### src/rtl/serial_key_decoder_if.sv
// Bus bundle for serial_key_decoder: serial frame input, control and status outputs.
// Optional feature macro of the decoder: KEY_DECODER_TIMEOUT_EN (no effect on this bundle).
interface serial_key_decoder_if #(
  parameter int MODE_W   = 1,
  parameter int MAX_FAIL = 3
);
  localparam int FAIL_W = $clog2(MAX_FAIL + 1);

  // Handshake: ValidCmd=1 qualifies InputKey for exactly the cycle it is high; there is
  // no ready/backpressure, the decoder consumes (or deliberately ignores) every valid bit.
  logic              ValidCmd;
  logic              InputKey;
  logic              Clear;
  logic              Active;
  logic [MODE_W-1:0] Mode;
  logic              KeyError;
  logic              Locked;
  logic [FAIL_W-1:0] FailCount;
  // FSM state for observation: 0=COLLECT, 1=ACTIVE, 2=LOCKED
  logic [1:0]        StateDbg;

  modport master (
    output ValidCmd, InputKey, Clear,
    input  Active, Mode, KeyError, Locked, FailCount, StateDbg
  );

  modport slave (
    input  ValidCmd, InputKey, Clear,
    output Active, Mode, KeyError, Locked, FailCount, StateDbg
  );
endinterface

### src/rtl/serial_key_decoder.sv
// Serial key decoder: collects MODE_W mode bits then KEY_W key bits (MSB first),
// compares the key with SECRET, counts consecutive failures and locks out after MAX_FAIL.
// Optional feature macro: KEY_DECODER_TIMEOUT_EN (discard a partial frame after
// TIMEOUT_CYCLES consecutive idle cycles).
module serial_key_decoder #(
  parameter int               KEY_W          = 4,
  parameter logic [KEY_W-1:0] SECRET         = 4'b0101,
  parameter int               MODE_W         = 1,
  parameter int               MAX_FAIL       = 3,
  parameter int               LOCK_CYCLES    = 16,
  parameter int               TIMEOUT_CYCLES = 8
) (
  input logic                 Clk,
  input logic                 Reset,
  serial_key_decoder_if.slave bus
);
  localparam int FRAME_W = MODE_W + KEY_W;
  localparam int CNT_W   = $clog2(FRAME_W + 1);
  localparam int FAIL_W  = $clog2(MAX_FAIL + 1);
  localparam int LOCK_W  = $clog2(LOCK_CYCLES + 1);
  localparam int IDLE_W  = $clog2(TIMEOUT_CYCLES + 1);

  localparam logic [CNT_W-1:0]  CNT_LAST  = CNT_W'(FRAME_W - 1);
  localparam logic [FAIL_W-1:0] FAIL_MAX  = FAIL_W'(MAX_FAIL);
  localparam logic [LOCK_W-1:0] LOCK_LAST = LOCK_W'(LOCK_CYCLES - 1);
  localparam logic [IDLE_W-1:0] IDLE_LAST = IDLE_W'(TIMEOUT_CYCLES - 1);

`ifdef KEY_DECODER_TIMEOUT_EN
  localparam bit TIMEOUT_EN = 1'b1;
`else
  localparam bit TIMEOUT_EN = 1'b0;
`endif

  typedef enum logic [1:0] {
    COLLECT = 2'd0,
    ACTIVE  = 2'd1,
    LOCKED  = 2'd2
  } stateT;

  stateT state, stateNxt;

  logic [FRAME_W-2:0] shiftReg, shiftNxt;
  logic [CNT_W-1:0]   bitCnt, bitCntNxt;
  logic [FAIL_W-1:0]  failCnt, failNxt;
  logic [LOCK_W-1:0]  lockCnt, lockNxt;
  logic [IDLE_W-1:0]  idleCnt, idleNxt;
  logic               activeQ, activeNxt;
  logic [MODE_W-1:0]  modeQ, modeNxt;
  logic               keyErrQ, keyErrNxt;
  logic               lockedQ, lockedNxt;

  // Frame assembled as if the current bit were already shifted in
  logic [FRAME_W-1:0] frame;
  logic               frameDone;
  logic               keyMatch;
  logic [FAIL_W-1:0]  failInc;

  assign frame     = {shiftReg, bus.InputKey};
  assign frameDone = bus.ValidCmd && !bus.Clear && (bitCnt == CNT_LAST);
  assign keyMatch  = (frame[KEY_W-1:0] == SECRET);
  assign failInc   = (failCnt == FAIL_MAX) ? failCnt : failCnt + 1'b1;

  // State register
  always_ff @(posedge Clk) begin
    if (Reset) state <= COLLECT;
    else       state <= stateNxt;
  end

  // Next-state decode
  always_comb begin
    stateNxt = state;
    case (state)
      COLLECT: begin
        if (state == COLLECT && frameDone) begin
          if (keyMatch)                 stateNxt = ACTIVE;
          else if (failInc == FAIL_MAX) stateNxt = LOCKED;
        end
      end
      ACTIVE:  if (bus.Clear) stateNxt = COLLECT;
      LOCKED:  if (lockCnt == LOCK_LAST) stateNxt = COLLECT;
      default: stateNxt = COLLECT;
    endcase
  end

  // Next values for the datapath and the registered outputs
  always_comb begin
    shiftNxt  = shiftReg;
    bitCntNxt = bitCnt;
    failNxt   = failCnt;
    lockNxt   = lockCnt;
    idleNxt   = idleCnt;
    activeNxt = activeQ;
    modeNxt   = modeQ;
    keyErrNxt = 1'b0;
    lockedNxt = lockedQ;
    case (state)
      COLLECT: begin
        if (bus.Clear) begin
          bitCntNxt = '0;
          idleNxt   = '0;
        end else if (bus.ValidCmd) begin
          idleNxt = '0;
          if (frameDone) begin
            bitCntNxt = '0;
            shiftNxt  = '0;
            if (keyMatch) begin
              activeNxt = 1'b1;
              modeNxt   = frame[FRAME_W-1:KEY_W];
              failNxt   = '0;
            end else begin
              keyErrNxt = 1'b1;
              failNxt   = failInc;
              if (failInc == FAIL_MAX) begin
                lockedNxt = 1'b1;
                lockNxt   = '0;
              end
            end
          end else begin
            shiftNxt  = frame[FRAME_W-2:0];
            bitCntNxt = bitCnt + 1'b1;
          end
        end else if (TIMEOUT_EN && bitCnt != '0) begin
          if (idleCnt == IDLE_LAST) begin
            bitCntNxt = '0;
            idleNxt   = '0;
          end else begin
            idleNxt = idleCnt + 1'b1;
          end
        end
      end
      ACTIVE: begin
        if (bus.Clear) begin
          activeNxt = 1'b0;
          modeNxt   = '0;
        end
      end
      LOCKED: begin
        if (lockCnt == LOCK_LAST) begin
          lockedNxt = 1'b0;
          failNxt   = '0;
          bitCntNxt = '0;
          lockNxt   = '0;
        end else begin
          lockNxt = lockCnt + 1'b1;
        end
      end
      default: ;
    endcase
  end

  // Datapath and output registers
  always_ff @(posedge Clk) begin
    if (Reset) begin
      shiftReg <= '0;
      bitCnt   <= '0;
      failCnt  <= '0;
      lockCnt  <= '0;
      idleCnt  <= '0;
      activeQ  <= 1'b0;
      modeQ    <= '0;
      keyErrQ  <= 1'b0;
      lockedQ  <= 1'b0;
    end else begin
      shiftReg <= shiftNxt;
      bitCnt   <= bitCntNxt;
      failCnt  <= failNxt;
      lockCnt  <= lockNxt;
      idleCnt  <= idleNxt;
      activeQ  <= activeNxt;
      modeQ    <= modeNxt;
      keyErrQ  <= keyErrNxt;
      lockedQ  <= lockedNxt;
    end
  end

  assign bus.Active    = activeQ;
  assign bus.Mode      = modeQ;
  assign bus.KeyError  = keyErrQ;
  assign bus.Locked    = lockedQ;
  assign bus.FailCount = failCnt;
  assign bus.StateDbg  = state;
endmodule

### src/flat_wrapper.sv
// flat-port wrapper written by rule: the top's interface ports become plain ports
module serial_key_decoder_flat 
#(
  parameter int               KEY_W          = 4,
  parameter logic [KEY_W-1:0] SECRET         = 4'b0101,
  parameter int               MODE_W         = 1,
  parameter int               MAX_FAIL       = 3,
  parameter int               LOCK_CYCLES    = 16,
  parameter int               TIMEOUT_CYCLES = 8
)
  (Clk, Reset, bus_ValidCmd, bus_InputKey, bus_Clear, bus_Active, bus_Mode, bus_KeyError, bus_Locked, bus_FailCount, bus_StateDbg);
  serial_key_decoder_if #(.MODE_W(MODE_W), .MAX_FAIL(MAX_FAIL)) bus_i ();
  input logic Clk;
  input logic Reset;
  input wire logic [$bits(bus_i.ValidCmd)-1:0] bus_ValidCmd;
  input wire logic [$bits(bus_i.InputKey)-1:0] bus_InputKey;
  input wire logic [$bits(bus_i.Clear)-1:0] bus_Clear;
  output wire logic [$bits(bus_i.Active)-1:0] bus_Active;
  output wire logic [$bits(bus_i.Mode)-1:0] bus_Mode;
  output wire logic [$bits(bus_i.KeyError)-1:0] bus_KeyError;
  output wire logic [$bits(bus_i.Locked)-1:0] bus_Locked;
  output wire logic [$bits(bus_i.FailCount)-1:0] bus_FailCount;
  output wire logic [$bits(bus_i.StateDbg)-1:0] bus_StateDbg;
  assign bus_i.ValidCmd = bus_ValidCmd;
  assign bus_i.InputKey = bus_InputKey;
  assign bus_i.Clear = bus_Clear;
  assign bus_Active = bus_i.Active;
  assign bus_Mode = bus_i.Mode;
  assign bus_KeyError = bus_i.KeyError;
  assign bus_Locked = bus_i.Locked;
  assign bus_FailCount = bus_i.FailCount;
  assign bus_StateDbg = bus_i.StateDbg;
  serial_key_decoder #(.KEY_W(KEY_W), .SECRET(SECRET), .MODE_W(MODE_W), .MAX_FAIL(MAX_FAIL), .LOCK_CYCLES(LOCK_CYCLES), .TIMEOUT_CYCLES(TIMEOUT_CYCLES)) u_core (.Clk(Clk), .Reset(Reset), .bus(bus_i));
endmodule
### config.mk
export PLATFORM = sky130hd
export DESIGN_NAME = serial_key_decoder_flat
export DESIGN_NICKNAME = d
export VERILOG_FILES = /design/src/rtl/serial_key_decoder_if.sv /design/src/rtl/serial_key_decoder.sv /design/src/flat_wrapper.sv
export SDC_FILE = /design/constraint.sdc
export NUM_CORES = 1
export LEC_CHECK = 0
export BUFFER_PORTS_ARGS = -buffer_cell sky130_fd_sc_hd__buf_2
export CAP_MARGIN = 5
export CORE_UTILIZATION = 45
export DETAILED_ROUTE_END_ITERATION = 6
export PLACE_DENSITY = 0.64
export SLEW_MARGIN = 30
export SYNTH_ARGS = -nofsm -noshare
export SYNTH_HDL_FRONTEND = slang
export SYNTH_SLANG_ARGS = --single-unit
### constraint.sdc
create_clock -name Clk -period 2.2 [get_ports Clk]
set_input_delay 0.22 -clock Clk [delete_from_list [all_inputs] [get_ports Clk]]
set_output_delay 0.22 -clock Clk [all_outputs]
set_load 0.02 [all_outputs]
Word-level counts from Yosys, hierarchy flattened:

Index checks and enable logic that the tools add are counted.

* register bits after elaboration: 20
* logic and storage cells: 93

* add/sub/neg operators: 3
* eq/ne operators: 18
* mux-type cells: 44
* bitwise logic cells: 4
* reduce and logical (&&, ||, !) cells: 15

Operator list (number)
* $mux W5: 6
* $mux W2: 10
* $mux W1: 16
* $mux W3: 4
* $ne A2 B2 Y1 const B: 6
* $reduce_and A6 Y1: 2
* $pmux W5 S2: 1
* $reduce_and A7 Y1: 1
* $eq A2 B2 Y1 const B: 3
* $ne A2 B1 Y1 const B: 3
* $pmux W1 S2: 3
* $pmux W2 S3: 1
* $pmux W3 S2: 1
* $reduce_and A3 Y1: 2
* $add A5 B1 Y5 const B: 1
* $eq A5 B4 Y1 const B: 1
* $reduce_and A5 Y1: 1
* $reduce_or A5 Y1: 1
* $eq A4 B3 Y1 const B: 1
* $mux W4: 1
* $not A1 Y1: 4
* $pmux W2 S2: 1
* $reduce_and A4 Y1: 1
* $reduce_bool A2 Y1: 2
* 9 further kinds: 11

Logic depth before layout (Yosys ltp):

Gate-level depths: netlist of the first run.

* depth in word-level cells: 9
* mapped depth: 6
* depth with buffers taken out: 6

Worst setup path after synthesis of the first run:

No wires, ideal clock.

* path kind: register to register
* from: register u_core.bitCnt[0]
* to: register u_core.bitCnt[2]
* data arrival time: 1.492 ns
* data required time: 2.109 ns
* slack: 0.617 ns
* cell stages (with the launch flop): 6
* path through: dfxtp_1 inv_1 ha_1 and4b_4 or4_1 a311oi_1

* cells in the longest elaborated chain, start to end: 6
* elaborated cells between the ends (all ways): 7

Ends and longest elaborated chain
* from (decl): line serial_key_decoder.sv:43 `logic [CNT_W-1:0] bitCnt, bitCntNxt;`
* from (signal assigned): line serial_key_decoder.sv:165 `bitCnt <= bitCntNxt;`
* parallel branches: the longest is 2 deep, another holds $add A3 B1 Y3
* $mux W3 (*): line serial_key_decoder.sv:103 `if (frameDone) begin`
* $mux W3 (*): line serial_key_decoder.sv:101 `end else if (bus.ValidCmd) begin`
* $mux W3 (*): line serial_key_decoder.sv:98 `if (bus.Clear) begin`
* $pmux W3 S2 (*): line serial_key_decoder.sv:96 `case (state)`

Every way passes the cells marked *. The select of a mux whose other input is x is not followed.
A chain may end at the register's enable or synchronous reset.

Worst setup path in the final report of the first run:

* from: register u_core.lockCnt[0]
* to: register u_core.bitCnt[1]

* cells in the longest elaborated chain, start to end: 3

Ends and longest elaborated chain
* from (decl): line serial_key_decoder.sv:45 `logic [LOCK_W-1:0] lockCnt, lockNxt;`
* from (signal assigned): line serial_key_decoder.sv:167 `lockCnt <= lockNxt;`
* $eq A5 B4 Y1: line serial_key_decoder.sv:138 `if (lockCnt == LOCK_LAST) begin`
* $ne A2 B1 Y1 (no line)
* $reduce_and A3 Y1 (no line)

Every way passes these cells.

==> flow_summary_export.csv, run 1 <==
group,metric,value,unit
run_status,outcome,"complete, no violations",
critical_path,timing.critical_path.arrival,2.01,ns
die,ioPinCount,13,
detailed_routing,wl_met1,971,µm
power_and_ir_drop,clkPwrFrac,0.295,
synthesis,ys.flop_type,"dfxtp_1",
placed_design,place_congestion,0.816,
grt,grt_antenna_before_repair,0,
grt,grt_pass1_wl,3.85,mm
synthesis,syn_area,982,µm²
critical_path,slowest_stage,"a211oi_2",
detailed_routing,wl_per_cell,13.6,µm
synthesis,ys_seq_area_frac,0.408,
grt,grt_start_max_net_pins,22,
power_and_ir_drop,design_power_total,0.573,mW
power_and_ir_drop,p_comb_frac,0.063,
die,rows,16,
power_and_ir_drop,p_sw_frac,0.226,
placed_design,hpwl,1.58,mm
synthesis,synthMuxAreaShare,0.0433,
sta,fmax,565,MHz
final_layout,area_growth,11.5,%
sta,slew_headroom,0.674,
synthesis,ys_types,35,
flow_run,maxCapViolCount,0,
critical_path,rr_endpoint,"u_core.bitCnt[1]",
final_layout,fin_area,1090,µm²
placed_design,dpl_cell_area,1070,µm²
clocking,post_cts_buffers,0,
sta,tightest_slew,0.482,ns
power_and_ir_drop,power.internal,0.443,mW
min_path,hold_class,"input pin to register",
final_layout,antenna_cells,0,
synthesis,syn_nets,125,
synthesis,yosysTopAreaCellShare,0.408,
power_and_ir_drop,peakVddDrop,393,µV
critical_path,crit_start,"u_core.lockCnt[0]",
final_layout,final_cell_mix,"dfxtp_1, nor2_1, buf_2, a21oi_1, nand2_1",
die,die_y,48.7,µm
die,die-area,2370,µm²
synthesis,yosysTopAreaCell,"dfxtp_1",
critical_path,reg2reg_slack,0.43,ns
critical_path,required,2.44,ns
synthesis,ys_ff_latch,20,
synthesis,synthSimpleGateAreaFrac,0.294,
sta,maxSlewViolCount,0,
synthesis,synthTopCellsByArea,"dfxtp_1, a21oi_1, nor2_1, nand3_1, ha_1",
clocking,path_clk_slew,0.11,ns
critical_path,path_class,"register to register",
synthesis,syn_inst,117,
detailed_routing,route.detailed.drc,0,
synthesis,avgSynthCellArea,8.39,µm²
detailed_routing,top_layer,"met4",
synthesis,synth_compound_area_frac,0.175,
synthesis,synthArstFlopShare,0,
detailed_routing,finalWirelength,2.13,mm
critical_path,end_kind,"register",
final_layout,final_layout_size_suffix_gt1_frac,0.171,
synthesis,synth-edff-count,0,
critical_path,reg2reg_from,"u_core.lockCnt[0]",
synthesis,synth_top_family_by_area,"simple AND/OR/NAND/NOR gates",
sta,hold_ws,0.198,ns
detailed_routing,drt_pass1_iterations,4,
sta,setup_tns,0,ns
sta,fin_crit_sh,0.805,
detailed_routing,ant_nets,0,
final_layout,nNetsFinal,139,
clocking,cts_hold_buf,0,
critical_path,critPathMaxStageDelay,0.41,ns
sta,final_hold_viol_count,0,
detailed_routing,vias,942,
placed_design,portBuffers,12,
sta,min_period,1.77,ns
detailed_routing,drt_iter0_drc,24,
sta,rsz0062_at_grt,"false",
sta,setup_violations,0,
grt,gr-usage-all-layers,0.207,
critical_path,ff2ff_path_depth,5,
sta,finalClockSkew,0.00849,ns
synthesis,synth_fa_ha_area_frac,0.0382,
die,die_w,48.7,µm
critical_path,startpoint_type,"register",
synthesis,yosysWarnings,0,
clocking,clk_latency,0.30,ns
final_layout,fin_cells,156,
clocking,cts_tree,"yes",
clocking,cts_resized,0,
critical_path,cp_max_fo,6,
placed_design,placed_cells,153,
die,core-area,2000,µm²
critical_path,crit_end,"u_core.bitCnt[1]",
clocking,cts_max_path_buffers,2,
power_and_ir_drop,p_per_area,523,nW/µm²
clocking,numCtsBuffers,3,
detailed_routing,wl_met2,1.06,mm
synthesis,synth-xor-area-share,0,
die,start_util,0.491,
clocking,numClockSinks,20,
power_and_ir_drop,leakagePower,0.407,nW
clocking,cts_root_buffer,"clkbuf_4",
final_layout,final_common_cell,"dfxtp_1",
detailed_routing,routed_via_density,6.04,
power_and_ir_drop,pwr-share-seq,0.642,
power_and_ir_drop,power.switching,0.130,mW
detailed_routing,route.met3.wl,72,µm
grt,overflow,0,
clocking,cts-htree-levels,1,
critical_path,crit_chain,"ha_1 > nand4b_1 > a211oi_2 > mux2_2 > nor2_1",
grt,grt_pass1_vias,884,
[cell families (layout without fill, tap and decap cells)]
logic type | after synthesis | count (layout)
buffers and inverters | 11 | 23
AND/OR/NAND/NOR | 53 | 53
flip-flops | 20 | 20
multiplexers | 4 | 4
AO/OA/AOI/OAI | 26 | 26
adder cells (fa/ha/maj) | 3 | 3
[critical path, delay by kind of cell (launching register included)]
kind	cells	cell delay, ns
compound gates	1	0.41
flops	1	0.39
mux	1	0.37
simple gates	2	0.32
fa+ha+maj	1	0.21
[registers in the layout, summed over array words and instances (netlist names)]
signal                cells
u_core.bitCnt             3
u_core.bus.Active         1
u_core.bus.FailCount      2
u_core.bus.KeyError       1
u_core.bus.Locked         1
u_core.bus.Mode           1
u_core.bus.StateDbg       2
u_core.lockCnt            5
u_core.shiftReg           4
[per-layer routing]
layer,vias to the layer above,track usage
li1,459,-
met1,461,0.255
met2,18,0.354
met3,4,0.0409
met4,0,0.0784
met5,-,0
[through the flow]
| step | util | worst slack (ns) |
|---|---|---|
| 2_1_floorplan | - | 0.617 |
| 3_3_place_gp | 0.536 | 0.513 |
| 3_5_place_dp | 0.536 | 0.475 |
| 4_1_cts | 0.547 | 0.442 |
| 5_1_grt | 0.547 | 0.290 |
| 6_report | 0.547 | 0.429 |
[worst min path at each step]
| stage | start | end | slack, ns | depth (start not counted) |
|---|---|---|---|---|
| final | bus_InputKey | u_core.shiftReg[0] | 0.20 | 3 |
| after global routing | bus_InputKey | u_core.shiftReg[0] | 0.21 | 3 |
| after CTS | bus_InputKey | u_core.shiftReg[0] | 0.19 | 3 |
| after detailed placement | u_core.bus.Locked | u_core.bus.Locked | 0.45 | 1 |
| after global placement | u_core.shiftReg[3] | u_core.shiftReg[3] | 0.45 | 2 |
| after floorplan | bus_InputKey | u_core.shiftReg[0] | 0.37 | 2 |
[area by class of cell]
class                      instances  area (µm²)
tap                               27        33.8
timing repair buffer              14        75.1
multi-input combinational         86         541
clock buffer                       3        22.5
inverter                           6        22.5
fill                             203         907
sequential                        20         400
[synthesized netlist by cell type, types with 3 or more instances]
| cell | n |
|---|---|
| nand3_1 | 8 |
| nor4_1 | 3 |
| nand2_1 | 10 |
| nor3_1 | 4 |
| dfxtp_1 | 20 |
| nor2_1 | 12 |
| inv_1 | 6 |
| a21oi_1 | 10 |
| o21ai_0 | 3 |
| clkbuf_1 | 3 |
| ha_1 | 3 |
[power by group through the flow]
stage          registers, mW  clock network, mW  logic (mW)
3_5_place_dp           0.376                  0      0.0359
4_1_cts                0.368              0.176      0.0360
3_3_place_gp           0.376                  0      0.0345
6_report               0.368              0.169      0.0360
2_1_floorplan          0.376                  0      0.0243
5_1_grt                0.369              0.188      0.0404
No activity file was read; power rests on OpenSTA's default activity.
==> run 2: changes to the inputs <==
--- a/config.mk
+++ b/config.mk
@@ -5,6 +5,7 @@
 export SDC_FILE = /design/constraint.sdc
 export NUM_CORES = 1
 export LEC_CHECK = 0
+export ABC_AREA = 1
 export BUFFER_PORTS_ARGS = -buffer_cell sky130_fd_sc_hd__buf_2
 export CAP_MARGIN = 5
 export CORE_UTILIZATION = 45
==> constraint.sdc (replaced) <==
create_clock -name Clk -period 1.65 [get_ports Clk]
set_input_delay 0.165 -clock Clk [delete_from_list [all_inputs] [get_ports Clk]]
set_output_delay 0.165 -clock Clk [all_outputs]
set_load 0.02 [all_outputs]
==> run 2 against run 1 <==
  * Combinational power rose by 50%
  * First-iteration DRC count down 83%
  * Final cell count increased by 28%
==> flow_summary_export.csv, run 2 <==
group,metric,value,unit
sta,min_period,1.46,ns
critical_path,reg2reg_from,"u_core.bitCnt[0]",
clocking,cts_tree,"yes",
grt,gr-usage-all-layers,0.178,
power_and_ir_drop,p_per_area,808,nW/µm²
detailed_routing,finalWirelength,2.01,mm
detailed_routing,ant_nets,0,
clocking,cts_root_buffer,"clkbuf_4",
final_layout,final_common_cell,"nand2_1",
synthesis,synth_commonest_cells,"nand2_1, dfxtp_1, nor2_1",
clocking,numClockSinks,20,
critical_path,required,1.85,ns
synthesis,synth.most_common_cell,"nand2_1",
final_layout,nNetsFinal,181,
placed_design,portBuffers,12,
sta,fin_crit_sh,0.885,
sta,final_hold_viol_count,0,
critical_path,cp_common_cell,"nand2_1",
clocking,cts_resized,0,
critical_path,timing.critical_path.arrival,1.66,ns
detailed_routing,wl_per_cell,10.1,µm
detailed_routing,route.detailed.drc,0,
sta,tightest_slew,0.268,ns
die,core-area,2060,µm²
critical_path,crit_chain,"inv_1 > ha_1 > nand2_1 > inv_1 > nand2_2 > nand2_1 > nand2_1 > nor2_2 > nand2_1 > o21ai_1 > nor2_1",
synthesis,synth-edff-count,0,
final_layout,final_cell_mix,"nand2_1, nor2_1, dfxtp_1, inv_1, a21oi_1",
clocking,cts_hold_buf,0,
synthesis,avgSynthCellArea,6.55,µm²
die,die_w,49.8,µm
sta,setup_tns,0,ns
final_layout,largest_reg_flops,5,
clocking,cts_max_path_buffers,2,
clocking,clk_latency,0.30,ns
synthesis,ys_seq_area_frac,0.389,
die,die-area,2480,µm²
synthesis,ys_types,22,
final_layout,antenna_cells,0,
synthesis,syn_nets,165,
detailed_routing,route.met3.wl,41,µm
sta,slew_headroom,0.821,
grt,grt_pass1_vias,835,
final_layout,final_layout_size_suffix_gt1_frac,0.186,
flow_run,maxCapViolCount,0,
detailed_routing,drt_iter0_drc,4,
sta,setup_violations,0,
sta,maxSlewViolCount,0,
synthesis,yosysTopAreaCell,"dfxtp_1",
critical_path,slowest_stage,"dfxtp_1",
synthesis,ys.flop_type,"dfxtp_1",
sta,fin_ws,0.190,ns
sta,finalClockSkew,0.00551,ns
min_path,min_to,"u_core.shiftReg[0]",
final_layout,area_growth,13.9,%
critical_path,critPathMaxStageDelay,0.34,ns
placed_design,place_ws,0.209,ns
power_and_ir_drop,design_power_total,0.947,mW
synthesis,synthTopCellsByArea,"dfxtp_1, nand2_1, nor2_1, a21oi_1, inv_1",
critical_path,path_class,"register to register",
detailed_routing,vias,941,
grt,overflow,0,
synthesis,syn_area,1030,µm²
synthesis,ys_ff_latch,20,
synthesis,yosysWarnings,0,
clocking,path_clk_slew,0.12,ns
detailed_routing,wl_met1,1.06,mm
critical_path,startpoint_type,"register",
clocking,numCtsBuffers,3,
detailed_routing,top_layer,"met4",
critical_path,end_kind,"register",
run_status,outcome,"complete, no violations",
min_path,min_path_cells,3,
critical_path,rr_endpoint,"u_core.bus.FailCount[0]",
synthesis,syn_inst,157,
synthesis,yosysTopAreaCellShare,0.389,
grt,grt_pass1_wl,3.42,mm
sta,fmax,685,MHz
clocking,post_cts_buffers,0,
die,ioPinCount,13,
min_path,min-delay-start,"bus_InputKey",
placed_design,hpwl,1.57,mm
final_layout,largest_registers,"u_core.lockCnt: 5 flops, u_core.shiftReg: 4 flops, u_core.bitCnt: 3 flops",
critical_path,ff2ff_path_depth,11,
critical_path,cp_max_fo,7,
placed_design,place_congestion,0.813,
power_and_ir_drop,peakVddDrop,477,µV
die,start_util,0.499,
power_and_ir_drop,leakagePower,0.552,nW
min_path,hold_class,"input pin to register",
die,rows,16,
final_layout,utilization,0.568,
grt,grt_start_max_net_pins,15,
final_layout,largest-register,"u_core.lockCnt",
clocking,cts-htree-levels,1,
grt,grt_antenna_before_repair,0,
sta,rsz0062_at_grt,"false",
detailed_routing,routed_via_density,4.73,
die,die_y,49.8,µm
detailed_routing,wl_met2,893,µm
detailed_routing,drt_pass1_iterations,4,
critical_path,reg2reg_slack,0.19,ns
synthesis,synthArstFlopShare,0,
run 2: changes by cell type after synthesis, sizes merged, moves of 3 or more:
cell   change
nor4       -3
inv       +15
a21oi      +4
nand2     +42
nor3       -3
nor2      +14
run 2: worst max-delay path: cells and delay by family, from the launching register on:
family                   cells  cell delay (ns)
AO/OA/AOI/OAI                1             0.08
adder cells (fa/ha/maj)      1             0.15
buffers and inverters        2             0.15
flip-flops                   1             0.34
AND/OR/NAND/NOR              7             0.66
run 2: power by group:
group / switching [mW] / internal (mW) / total, mW
Sequential: 0.00409 / 0.489 / 0.493
Combinational: 0.0356 / 0.0185 / 0.0541
Clock: 0.154 / 0.245 / 0.400
run 2: worst max path at each step:
| stage | cells past startpoint | from | slack [ns] | end |
|---|---|---|---|---|
| finish | 11 | u_core.bitCnt[0] | 0.19 | u_core.bus.FailCount[0] |
| global route | 11 | u_core.bitCnt[0] | 0.06 | u_core.lockCnt[3] |
| floorplan | 8 | u_core.bus.StateDbg[1] | 0.37 | u_core.bitCnt[2] |
| detailed placement | 11 | u_core.bitCnt[0] | 0.21 | u_core.bus.FailCount[0] |
| CTS | 11 | u_core.bitCnt[0] | 0.20 | u_core.bus.FailCount[0] |
| global placement | 10 | u_core.lockCnt[0] | 0.25 | u_core.bus.FailCount[0] |
run 2: final cells by class:
type                       count  area, µm²
fill                         216        891
multi-input combinational    114        542
inverter                      22       82.6
timing repair buffer          12       60.1
sequential                    20        400
clock buffer                   3       22.5
tap                           27       33.8
clock inverter                 1       30.0
run 2: kinds of logic (layout without fill, tap and decap cells):
family,Yosys count,count (layout),share of synthesized area
AOI/OAI and AO/OA,19,19,0.0973
adders and majority gates,3,3,0.0365
buffers and inverters,23,38,0.0839
DFF,20,20,0.389
and+or+nand+nor,92,92,0.393
run 2: per-layer routing:
metal | track usage | vias to the layer above
met2 | 0.284 | 11
met4 | 0.0571 | 0
met5 | 0 | -
met3 | 0.0278 | 2
met1 | 0.245 | 408
li1 | - | 520
run 2: metrics by stage:
stage               hold WS, ns  instances  area [µm²]
floorplan                 0.227        157        1030
global placement          0.445        195        1120
detailed placement        0.454        195        1120
CTS                       0.125        199        1170
global route              0.119        199        1170
finish                    0.137        199        1170
==> run 3: changes to the inputs <==
--- a/config.mk
+++ b/config.mk
@@ -10,7 +10,6 @@
 export CAP_MARGIN = 5
 export CORE_UTILIZATION = 45
 export DETAILED_ROUTE_END_ITERATION = 6
-export PLACE_DENSITY = 0.64
 export SLEW_MARGIN = 30
 export SYNTH_ARGS = -nofsm -noshare
 export SYNTH_HDL_FRONTEND = slang
==> run 3 against run 2 <==
  * Register-to-register slack hardly changed
  * Wire length increased by 3.8%
  * Critical endpoint unchanged
  * Combinational power barely moved
  * Critical path depth unchanged
  * Flip-flop and latch count is the same
  * Non-clock buffer count unchanged
  * Clock skew shrank 0.0014 ns
  * Clock power decreased by 43%
  * Sequential power about the same
  * Via count rose by 5.6%
  * Largest power group unchanged
==> flow_summary_export.csv, run 3 (synthesis results as in run 2) <==
group,metric,value,unit
placed_design,hpwl,1.61,mm
placed_design,place_ws,0.198,ns
sta,slew_headroom,0.804,
final_layout,final_common_cell,"nand2_1",
clocking,cts_resized,0,
die,die_y,49.8,µm
power_and_ir_drop,p_per_area,681,nW/µm²
final_layout,n_fill_cell,202,
critical_path,reg2reg_slack,0.19,ns
clocking,cts_root_buffer,"clkbuf_4",
clocking,numCtsBuffers,3,
detailed_routing,ant_nets,0,
clocking,clk_latency,0.30,ns
sta,fmax,685,MHz
final_layout,largest_reg_flops,5,
min_path,hold_class,"input pin to register",
detailed_routing,drt_iter0_drc,16,
power_and_ir_drop,leakagePower,0.538,nW
final_layout,seq_area,400,µm²
flow_run,maxCapViolCount,0,
final_layout,largest_registers,"u_core.lockCnt: 5 flops, u_core.shiftReg: 4 flops, u_core.bitCnt: 3 flops",
critical_path,crit_end,"u_core.bus.FailCount[0]",
die,rows,16,
grt,grt_start_max_net_pins,15,
final_layout,area_growth,10.9,%
final_layout,largest-register,"u_core.lockCnt",
sta,maxSlewViolCount,0,
critical_path,reg2reg_from,"u_core.bitCnt[0]",
clocking,cts-htree-levels,1,
sta,setup_tns,0,ns
detailed_routing,drt_pass1_iterations,4,
critical_path,rr_endpoint,"u_core.bus.FailCount[0]",
critical_path,path_class,"register to register",
sta,final_hold_viol_count,0,
die,ioPinCount,13,
grt,gr-usage-all-layers,0.187,
sta,fin_crit_sh,0.885,
final_layout,final_cell_mix,"nand2_1, nor2_1, dfxtp_1, inv_1, a21oi_1",
sta,min_period,1.46,ns
critical_path,startpoint_type,"register",
placed_design,place_congestion,0.796,
sta,rsz0062_at_grt,"false",
clocking,cts_max_path_buffers,2,
placed_design,portBuffers,12,
die,core-area,2060,µm²
clocking,cts_hold_buf,0,
final_layout,multi_input_area,542,µm²
grt,grt_pass1_wl,3.56,mm
sta,finalClockSkew,0.00416,ns
sta,setup_violations,0,
detailed_routing,vias,994,
final_layout,final_layout_size_suffix_gt1_frac,0.181,
clocking,post_cts_buffers,0,
die,die-area,2480,µm²
grt,grt_pass1_vias,857,
clocking,path_clk_slew,0.11,ns
power_and_ir_drop,peakVddDrop,586,µV
run_status,outcome,"complete, no violations",
die,start_util,0.499,
detailed_routing,wl_per_cell,10.6,µm
clocking,numClockSinks,20,
final_layout,nNetsFinal,181,
critical_path,end_kind,"register",
sta,tightest_slew,0.293,ns
critical_path,timing.critical_path.arrival,1.65,ns
grt,grt_antenna_before_repair,0,
detailed_routing,finalWirelength,2.09,mm
power_and_ir_drop,design_power_total,0.777,mW
sta,fin_ws,0.191,ns
detailed_routing,routed_via_density,5.02,
detailed_routing,route.detailed.drc,0,
critical_path,cp_max_fo,7,
clocking,cts_tree,"yes",
critical_path,ff2ff_path_depth,11,
critical_path,required,1.84,ns
sta,hold_ws,0.147,ns
critical_path,crit_start,"u_core.bitCnt[0]",
final_layout,antenna_cells,0,
die,die_w,49.8,µm
grt,overflow,0,
==> run 3: cell count changes in the layout (fill, tap and decap cells not counted) <==
cell / previous run / this run
bufinv_16: 1 / 0
==> run 3: metrics by stage <==
| stage | area, µm² | utilization | instances |
|---|---|---|---|
| final | 1140 | 0.553 | 198 |
| after global routing | 1140 | 0.553 | 198 |
| after CTS | 1140 | 0.553 | 198 |
| after detailed placement | 1120 | 0.542 | 195 |
| after global placement | 1120 | 0.542 | 195 |
| after floorplan | 1030 | - | 157 |
==> run 3: where the power goes <==
part           leakage, nW  switching, mW  total [mW]  internal [mW]
clock               0.0138          0.145       0.230         0.0851
combinational        0.362         0.0357      0.0541         0.0184
sequential           0.162        0.00406       0.493          0.489
total                0.538          0.185       0.777          0.592
==> run 3: worst min-delay path by stage <==
| stage | startpoint | to | slack [ns] | cells after the start |
|---|---|---|---|---|
| detailed placement | u_core.lockCnt[4] | u_core.lockCnt[4] | 0.45 | 2 |
| global placement | u_core.lockCnt[4] | u_core.lockCnt[4] | 0.45 | 2 |
| global route | bus_InputKey | u_core.shiftReg[0] | 0.15 | 3 |
| floorplan | Reset | u_core.lockCnt[0] | 0.23 | 1 |
| finish | bus_InputKey | u_core.shiftReg[0] | 0.15 | 3 |
| CTS | bus_InputKey | u_core.shiftReg[0] | 0.14 | 3 |
==> run 3: area by class of cell <==
class                      instances  area share
clock buffer                       3      0.0197
inverter                          22      0.0724
multi-input combinational        114       0.475
sequential                        20       0.351
tap                               27      0.0296
timing repair buffer              12      0.0526
==> run 3: metal layers <==
metal,GRT usage,part of all wire,routed length (µm)
met1,0.239,0.50,1050
met5,0,0,0
met3,0.0401,0.033,68
met4,0.0714,0.016,33
met2,0.304,0.45,941
==> run 3: worst max-delay path, cell delays in order, from the launching register on <==
cell and delay, ns:
dfxtp_1 0.33, inv_1 0.09, ha_1 0.15, nand2_1 0.05
inv_1 0.06, nand2_2 0.10, nand2_1 0.12, nand2_1 0.10
nor2_2 0.15, nand2_1 0.06, o21ai_1 0.08, nor2_1 0.05
